$ cat config.mk
export PLATFORM = sky130hd
export DESIGN_NAME = mux_sel_sequencer_flat
export DESIGN_NICKNAME = d
export VERILOG_FILES = /design/src/rtl/mux_seq_pkg.sv /design/src/rtl/mux_sel_sequencer_if.sv /design/src/rtl/mux_sel_sequencer_rr_next_chan.sv /design/src/rtl/mux_sel_sequencer.sv /design/src/flat_wrapper.sv
export SDC_FILE = /design/constraint.sdc
export NUM_CORES = 1
export LEC_CHECK = 0
export BUFFER_PORTS_ARGS = -buffer_cell sky130_fd_sc_hd__buf_2
export CORE_UTILIZATION = 54
export CTS_CLUSTER_SIZE = 24
export DETAILED_ROUTE_END_ITERATION = 10
export PLACE_DENSITY = 0.73
export SYNTH_ARGS = -nofsm -noshare
export SYNTH_HDL_FRONTEND = slang
export SYNTH_SLANG_ARGS = --single-unit
$ cat constraint.sdc
create_clock -name clk -period 2.1 [get_ports clk]
set_input_delay 0.42 -clock clk [delete_from_list [all_inputs] [get_ports clk]]
set_output_delay 0.42 -clock clk [all_outputs]
set_load 0.05 [all_outputs]
$ cat src/rtl/mux_seq_pkg.sv
// Shared definitions for the mux select sequencer: state encoding,
// channel count and the channel-index type (also used by the mux bench).
package mux_seq_pkg;

    localparam int NUM_CH = 4;

    // Two-bit index of one of the four mux inputs (in0..in3).
    typedef logic [1:0] chan_t;

    // Sequencer states: IDLE waits for a run request, DWELL holds a channel.
    typedef enum logic {
        IDLE  = 1'b0,
        DWELL = 1'b1
    } state_t;

endpackage : mux_seq_pkg

$ cat src/rtl/mux_sel_sequencer_if.sv
// Control/status bundle between a scan controller and the select sequencer.
// The master side requests the scan and programs mask/dwell; the slave side
// (the sequencer) drives the registered mux selects and status strobes.
interface mux_sel_sequencer_if #(
    parameter int DWELL_W = 8
);
    logic               enable;
    logic [3:0]         chan_mask;
    logic [DWELL_W-1:0] dwell;
    logic               sel1;
    logic               sel0;
    logic               sample_valid;
    logic               chan_switch;
    logic               busy;

    modport master (
        output enable, chan_mask, dwell,
        input  sel1, sel0, sample_valid, chan_switch, busy
    );

    modport slave (
        input  enable, chan_mask, dwell,
        output sel1, sel0, sample_valid, chan_switch, busy
    );
endinterface : mux_sel_sequencer_if

$ cat src/rtl/mux_sel_sequencer_rr_next_chan.sv
// Round-robin channel search. Starting at cur (inclusive) or cur+1
// (exclusive), returns the first channel whose mask bit is set, wrapping 3->0.
// An exclusive search still ends on cur itself, so a lone enabled channel is
// found again.
module rr_next_chan
    import mux_seq_pkg::*;
(
    input  chan_t      cur,
    input  logic [3:0] mask,
    input  logic       inclusive,
    output chan_t      next_ch,
    output logic       found
);

    chan_t cand;
    chan_t first_off;

    assign first_off = {1'b0, ~inclusive};

    // Walk candidates from farthest to nearest so the nearest hit wins last.
    // NOTE: every output of a combinational block gets a default before any
    // conditional assignment; otherwise a path that skips the assignment
    // holds the old value and synthesis infers a latch.
    always_comb begin
        next_ch = cur;
        found   = 1'b0;
        cand    = cur;
        for (int i = NUM_CH - 1; i >= 0; i--) begin
            cand = cur + first_off + chan_t'(i);
            if (mask[cand]) begin
                next_ch = cand;
                found   = 1'b1;
            end
        end
    end

endmodule : rr_next_chan

$ cat src/rtl/mux_sel_sequencer.sv
// Round-robin select generator for a 4:1 mux. Scans enabled channels in
// order, holds each for a programmable dwell and strobes sample_valid on the
// last dwell cycle. Every output comes straight from a flop.
module mux_sel_sequencer
    import mux_seq_pkg::*;
#(
    parameter int DWELL_W  = 8,
    parameter int START_CH = 0
) (
    input  logic                clk,
    input  logic                rst,
    mux_sel_sequencer_if.slave  bus
);

    state_t             state_q, state_d;
    chan_t              ch_q, ch_d;
    logic [DWELL_W-1:0] cnt_q, cnt_d;
    logic [DWELL_W-1:0] dwell_q, dwell_d;
    logic               sv_q, sv_d;
    logic               cs_q, cs_d;
    logic               busy_q, busy_d;

    logic [DWELL_W-1:0] dwell_in_eff;
    chan_t              entry_ch;
    logic               entry_found;
    chan_t              adv_ch;
    logic               adv_found;

    // A programmed dwell of zero behaves as a single-cycle dwell.
    assign dwell_in_eff = (bus.dwell == '0) ? DWELL_W'(1) : bus.dwell;

    // First channel when leaving IDLE: search from START_CH, inclusive.
    rr_next_chan u_entry_search (
        .cur       (chan_t'(START_CH)),
        .mask      (bus.chan_mask),
        .inclusive (1'b1),
        .next_ch   (entry_ch),
        .found     (entry_found)
    );

    // Round-robin advance: search from the current channel + 1. Because the
    // search wraps back onto the current channel, found is low only when the
    // whole mask is clear.
    rr_next_chan u_adv_search (
        .cur       (ch_q),
        .mask      (bus.chan_mask),
        .inclusive (1'b0),
        .next_ch   (adv_ch),
        .found     (adv_found)
    );

    // Next-state and next-output logic; outputs are precomputed here so the
    // flops below present them with no input-to-output combinational path.
    always_comb begin
        state_d = state_q;
        ch_d    = ch_q;
        cnt_d   = cnt_q;
        dwell_d = dwell_q;
        sv_d    = 1'b0;
        cs_d    = 1'b0;
        busy_d  = 1'b0;
        case (state_q)
            IDLE: begin
                ch_d  = '0;
                cnt_d = '0;
                if (bus.enable && entry_found) begin
                    state_d = DWELL;
                    ch_d    = entry_ch;
                    dwell_d = dwell_in_eff;
                    sv_d    = (dwell_in_eff == DWELL_W'(1));
                    cs_d    = 1'b1;
                    busy_d  = 1'b1;
                end
            end
            DWELL: begin
                if (!bus.enable || !adv_found) begin
                    // Abandon any partial dwell; no strobe on the exit cycle.
                    state_d = IDLE;
                    ch_d    = '0;
                    cnt_d   = '0;
                end else if (sv_q) begin
                    // Last dwell cycle: enter the next channel using the mask
                    // seen now, even if the current channel was just cleared.
                    ch_d    = adv_ch;
                    cnt_d   = '0;
                    dwell_d = dwell_in_eff;
                    sv_d    = (dwell_in_eff == DWELL_W'(1));
                    cs_d    = (adv_ch != ch_q);
                    busy_d  = 1'b1;
                end else begin
                    cnt_d  = cnt_q + DWELL_W'(1);
                    sv_d   = ((cnt_q + DWELL_W'(1)) == (dwell_q - DWELL_W'(1)));
                    busy_d = 1'b1;
                end
            end
            default: begin
                state_d = IDLE;
                ch_d    = '0;
                cnt_d   = '0;
            end
        endcase
    end

    // State and output registers with synchronous reset overriding all inputs.
    // NOTE: sequential state uses non-blocking assignments so every flop
    // samples pre-edge values regardless of statement order.
    always_ff @(posedge clk) begin
        if (rst) begin
            state_q <= IDLE;
            ch_q    <= '0;
            cnt_q   <= '0;
            dwell_q <= '0;
            sv_q    <= 1'b0;
            cs_q    <= 1'b0;
            busy_q  <= 1'b0;
        end else begin
            state_q <= state_d;
            ch_q    <= ch_d;
            cnt_q   <= cnt_d;
            dwell_q <= dwell_d;
            sv_q    <= sv_d;
            cs_q    <= cs_d;
            busy_q  <= busy_d;
        end
    end

    assign bus.sel1         = ch_q[1];
    assign bus.sel0         = ch_q[0];
    assign bus.sample_valid = sv_q;
    assign bus.chan_switch  = cs_q;
    assign bus.busy         = busy_q;

endmodule : mux_sel_sequencer

$ cat src/flat_wrapper.sv
// flat-port wrapper written by rule: the top's interface ports become plain ports
module mux_sel_sequencer_flat import mux_seq_pkg::*;
#(
    parameter int DWELL_W  = 8,
    parameter int START_CH = 0
)
  (clk, rst, bus_enable, bus_chan_mask, bus_dwell, bus_sel1, bus_sel0, bus_sample_valid, bus_chan_switch, bus_busy);
  mux_sel_sequencer_if #(.DWELL_W(DWELL_W)) bus_i ();
  input  logic clk;
  input  logic rst;
  input wire logic [$bits(bus_i.enable)-1:0] bus_enable;
  input wire logic [$bits(bus_i.chan_mask)-1:0] bus_chan_mask;
  input wire logic [$bits(bus_i.dwell)-1:0] bus_dwell;
  output wire logic [$bits(bus_i.sel1)-1:0] bus_sel1;
  output wire logic [$bits(bus_i.sel0)-1:0] bus_sel0;
  output wire logic [$bits(bus_i.sample_valid)-1:0] bus_sample_valid;
  output wire logic [$bits(bus_i.chan_switch)-1:0] bus_chan_switch;
  output wire logic [$bits(bus_i.busy)-1:0] bus_busy;
  assign bus_i.enable = bus_enable;
  assign bus_i.chan_mask = bus_chan_mask;
  assign bus_i.dwell = bus_dwell;
  assign bus_sel1 = bus_i.sel1;
  assign bus_sel0 = bus_i.sel0;
  assign bus_sample_valid = bus_i.sample_valid;
  assign bus_chan_switch = bus_i.chan_switch;
  assign bus_busy = bus_i.busy;
  mux_sel_sequencer #(.DWELL_W(DWELL_W), .START_CH(START_CH)) u_core (.clk(clk), .rst(rst), .bus(bus_i));
endmodule
==> results.sh <==
export IMPL_clock_sinks=21
export IMPL_grt_usage=0.2365
export IMPL_h_tree_depth=1
export IMPL_r2r_end="u_core.bus.sample_valid"
export IMPL_critPathLaunch="u_core.dwell_q[0]"
export IMPL_cts_resized=0
export IMPL_clock_fmax_ghz=0.5426
export IMPL_final_cell_mix="21 x nor2_1, 21 x dfxtp_1, 19 x buf_2"
export IMPL_tightest_slew_ns=0.5031
export IMPL_slew_viol_final=0
export IMPL_hold_path_class="in -> reg"
export IMPL_final_antenna_net_count=0
export IMPL_design_area_sq_mm=0.001336
export IMPL_syn_to_final_growth_pct=11.13
export IMPL_fin_crit_ns=1.843
export IMPL_ctsHoldBuffers=0
export IMPL_ys_ff_latch=21
export IMPL_drive_gt1_frac=0.1813
export IMPL_yosys_area_top_type_share=0.3496
export IMPL_reg2reg_depth=8
export IMPL_dp_hpwl_um=1884
export IMPL_syn_nets=158
export IMPL_finClkSkew_ns=0.004141
export IMPL_cts_tree="yes"
export IMPL_synth_area_sq_mm=0.001202
export IMPL_crit_arrival_ns=2.07
export IMPL_postCtsSetupRepairBufs=0
export IMPL_wire_per_inst_um=12.90
export IMPL_required_ns=2.33
export IMPL_grt_pass1_wl_um=4333
export IMPL_route_detailed_drc=0
export IMPL_via_per_inst=5.604
export IMPL_r2r_slack_ns=0.26
export IMPL_via_count=1048
export IMPL_grt_overflow_total=0
export IMPL_fillers=194
export IMPL_seq_area_frac_synth=0.3496
export IMPL_antenna_found_initial=0
export IMPL_yosysTopAreaCell="dfxtp_1"
export IMPL_tns_ns=0
export IMPL_max_slew_margin=0.6646
export IMPL_cts_buffers=3
export IMPL_avgSynthCellArea_sq_um=8.528
export IMPL_synthCells=141
export IMPL_grt_pass1_vias=953
export IMPL_synth_cell_types=39
export IMPL_holdWs_ns=0.3511
export IMPL_r2r_start="u_core.dwell_q[0]"
export IMPL_hold_viol=0
export IMPL_finalCritPeriodShare=0.8777
export IMPL_worst_setup_path_type="reg -> reg"
export IMPL_path_max_fanout=5
export IMPL_first_pass_iters=4
export IMPL_die_w_um=49.19
export IMPL_drt_iter0_drc=13
export IMPL_final_nets=178
export IMPL_netlist_top_cells_area="dfxtp_1 35%, xnor2_1 9.5%, mux2i_1 6.7%"
export IMPL_cap_viol_max_count=0
export IMPL_dieArea_sq_mm=0.002419
export IMPL_vdd_drop_max_mv=0.3821
export IMPL_p_per_area_mw_per_mm2=604.2
export IMPL_setup_worst_path_end="u_core.bus.sample_valid"
export IMPL_clock_root_buffer="clkbuf_4"
export IMPL_start_util=0.5947
export IMPL_n_antenna_cell=0
export IMPL_fin_util=0.6609
export IMPL_port_buffers=19
export IMPL_placed_cell_area_sq_mm=0.001310
export IMPL_grt_max_degree=14
export IMPL_path_clk_slew_ns=0.12
export IMPL_ys_warn_count=0
export IMPL_setup_viol=0
export IMPL_wl_um=2413
export IMPL_end_kind="flip-flop"
export IMPL_clk_latency_ns=0.31
export IMPL_status="complete, no violations"
export IMPL_cp_start_kind="flip-flop"
export IMPL_cts_buffer_depth=2
export IMPL_die_h_um=49.19
export IMPL_rows=16
export IMPL_pin_count=20
export IMPL_place_gp_congestion=0.9353
export IMPL_p_leak_uw=0.0005402
export IMPL_rsz0062_at_grt="no"
export IMPL_core_area_sq_mm=0.002022
state kept, by name, summed over array words and instances (netlist names):
signal / flops
u_core.dwell_q: 8
u_core.cnt_q: 8
u_core.bus.sample_valid: 1
u_core.ch_q: 2
u_core.bus.busy: 1
u_core.bus.chan_switch: 1
synthesized netlist by cell type:
master and number:
o21ai_0 3, xor2_1 5, dfxtp_1 21, a2bb2oi_1 1
a21boi_0 1, o32a_2 1, o311a_2 1, nand2b_1 3
nand4_1 1, o41ai_2 1, nor4_1 2, ha_1 2
or4_1 1, nor3b_1 2, nor3_1 9, nand3b_1 1
nor2_2 1, a31oi_1 2, a21oi_1 3, xnor2_1 13
or2b_1 1, or4_4 1, or3_1 1, nand3_4 1
o32a_1 1, mux2i_1 8, o21bai_1 1, nand2_1 7
nor2b_1 2, buf_6 1, buf_2 2, nand3_1 4
clkbuf_1 2, a211oi_1 1, and3_1 3, nor2_1 21
a311oi_1 2, o22ai_1 1, inv_1 7
cell type report:
class	count	area, sq um	share of cell area
Inverter	7	26.28	0.01966
Timing Repair Buffer	20	102.6	0.07678
Tap cell	27	33.78	0.02528
Sequential cell	21	420.4	0.3146
Clock buffer	4	26.28	0.01966
Multi-Input combinational cell	108	726.9	0.5440
power by group:
| group | leakage, uW | total [uW] | internal (uW) | switching (uW) |
|---|---|---|---|---|
| clock | 0.0000150 | 200 | 74.2 | 126 |
| sequential | 0.000171 | 433 | 413 | 19.8 |
| combinational | 0.000354 | 175 | 78.9 | 95.6 |
| total | 0.000540 | 807 | 566 | 241 |
through the flow:
| step | std cells | power, uW | setup WS [ns] |
|---|---|---|---|
| after CTS | 187 | 810.6 | 0.2499 |
| after floorplan | 141 | 572.7 | 0.2084 |
| final | 187 | 807.3 | 0.2569 |
| after global placement | 183 | 609.3 | 0.2651 |
| after detailed placement | 183 | 615.4 | 0.2209 |
| after global routing | 187 | 856.1 | 0.1145 |
worst min-delay path by stage:
| stage | depth (start not counted) | slack (ns) | end | start |
|---|---|---|---|---|
| global route | 3 | 0.36 | u_core.dwell_q[4] | bus_dwell[4] |
| global placement | 1 | 0.47 | u_core.cnt_q[0] | u_core.cnt_q[0] |
| finish | 3 | 0.35 | u_core.dwell_q[5] | bus_dwell[5] |
| detailed placement | 1 | 0.48 | u_core.cnt_q[0] | u_core.cnt_q[0] |
| CTS | 3 | 0.35 | u_core.dwell_q[5] | bus_dwell[5] |
| floorplan | 1 | 0.44 | u_core.cnt_q[0] | u_core.cnt_q[0] |
layer usage:
| layer | track usage | part of all wire |
|---|---|---|
| met1 | 0.3075 | 0.47 |
| met2 | 0.3767 | 0.47 |
| met3 | 0.03738 | 0.036 |
| met4 | 0.1176 | 0.020 |
| met5 | 0 | 0 |
logic make-up after synthesis:
logic type,synth area share
XOR/XNOR,0.1311
buffers and inverters,0.04579
adder cells (fa/ha/maj),0.02081
flip-flops,0.3496
multiplexers,0.06660
AO/OA/AOI/OAI,0.1218
AND/OR/NAND/NOR,0.2643
worst max-delay path, cell delays in order (launching register included):
cell and delay [ns]:
dfxtp_1 0.44, inv_1 0.08, ha_1 0.24, nor3b_1 0.16, xor2_1 0.15, xnor2_1 0.15
nor2_2 0.09, nand4_1 0.12, o41ai_2 0.33
No activity file was read; power rests on OpenSTA's default activity.
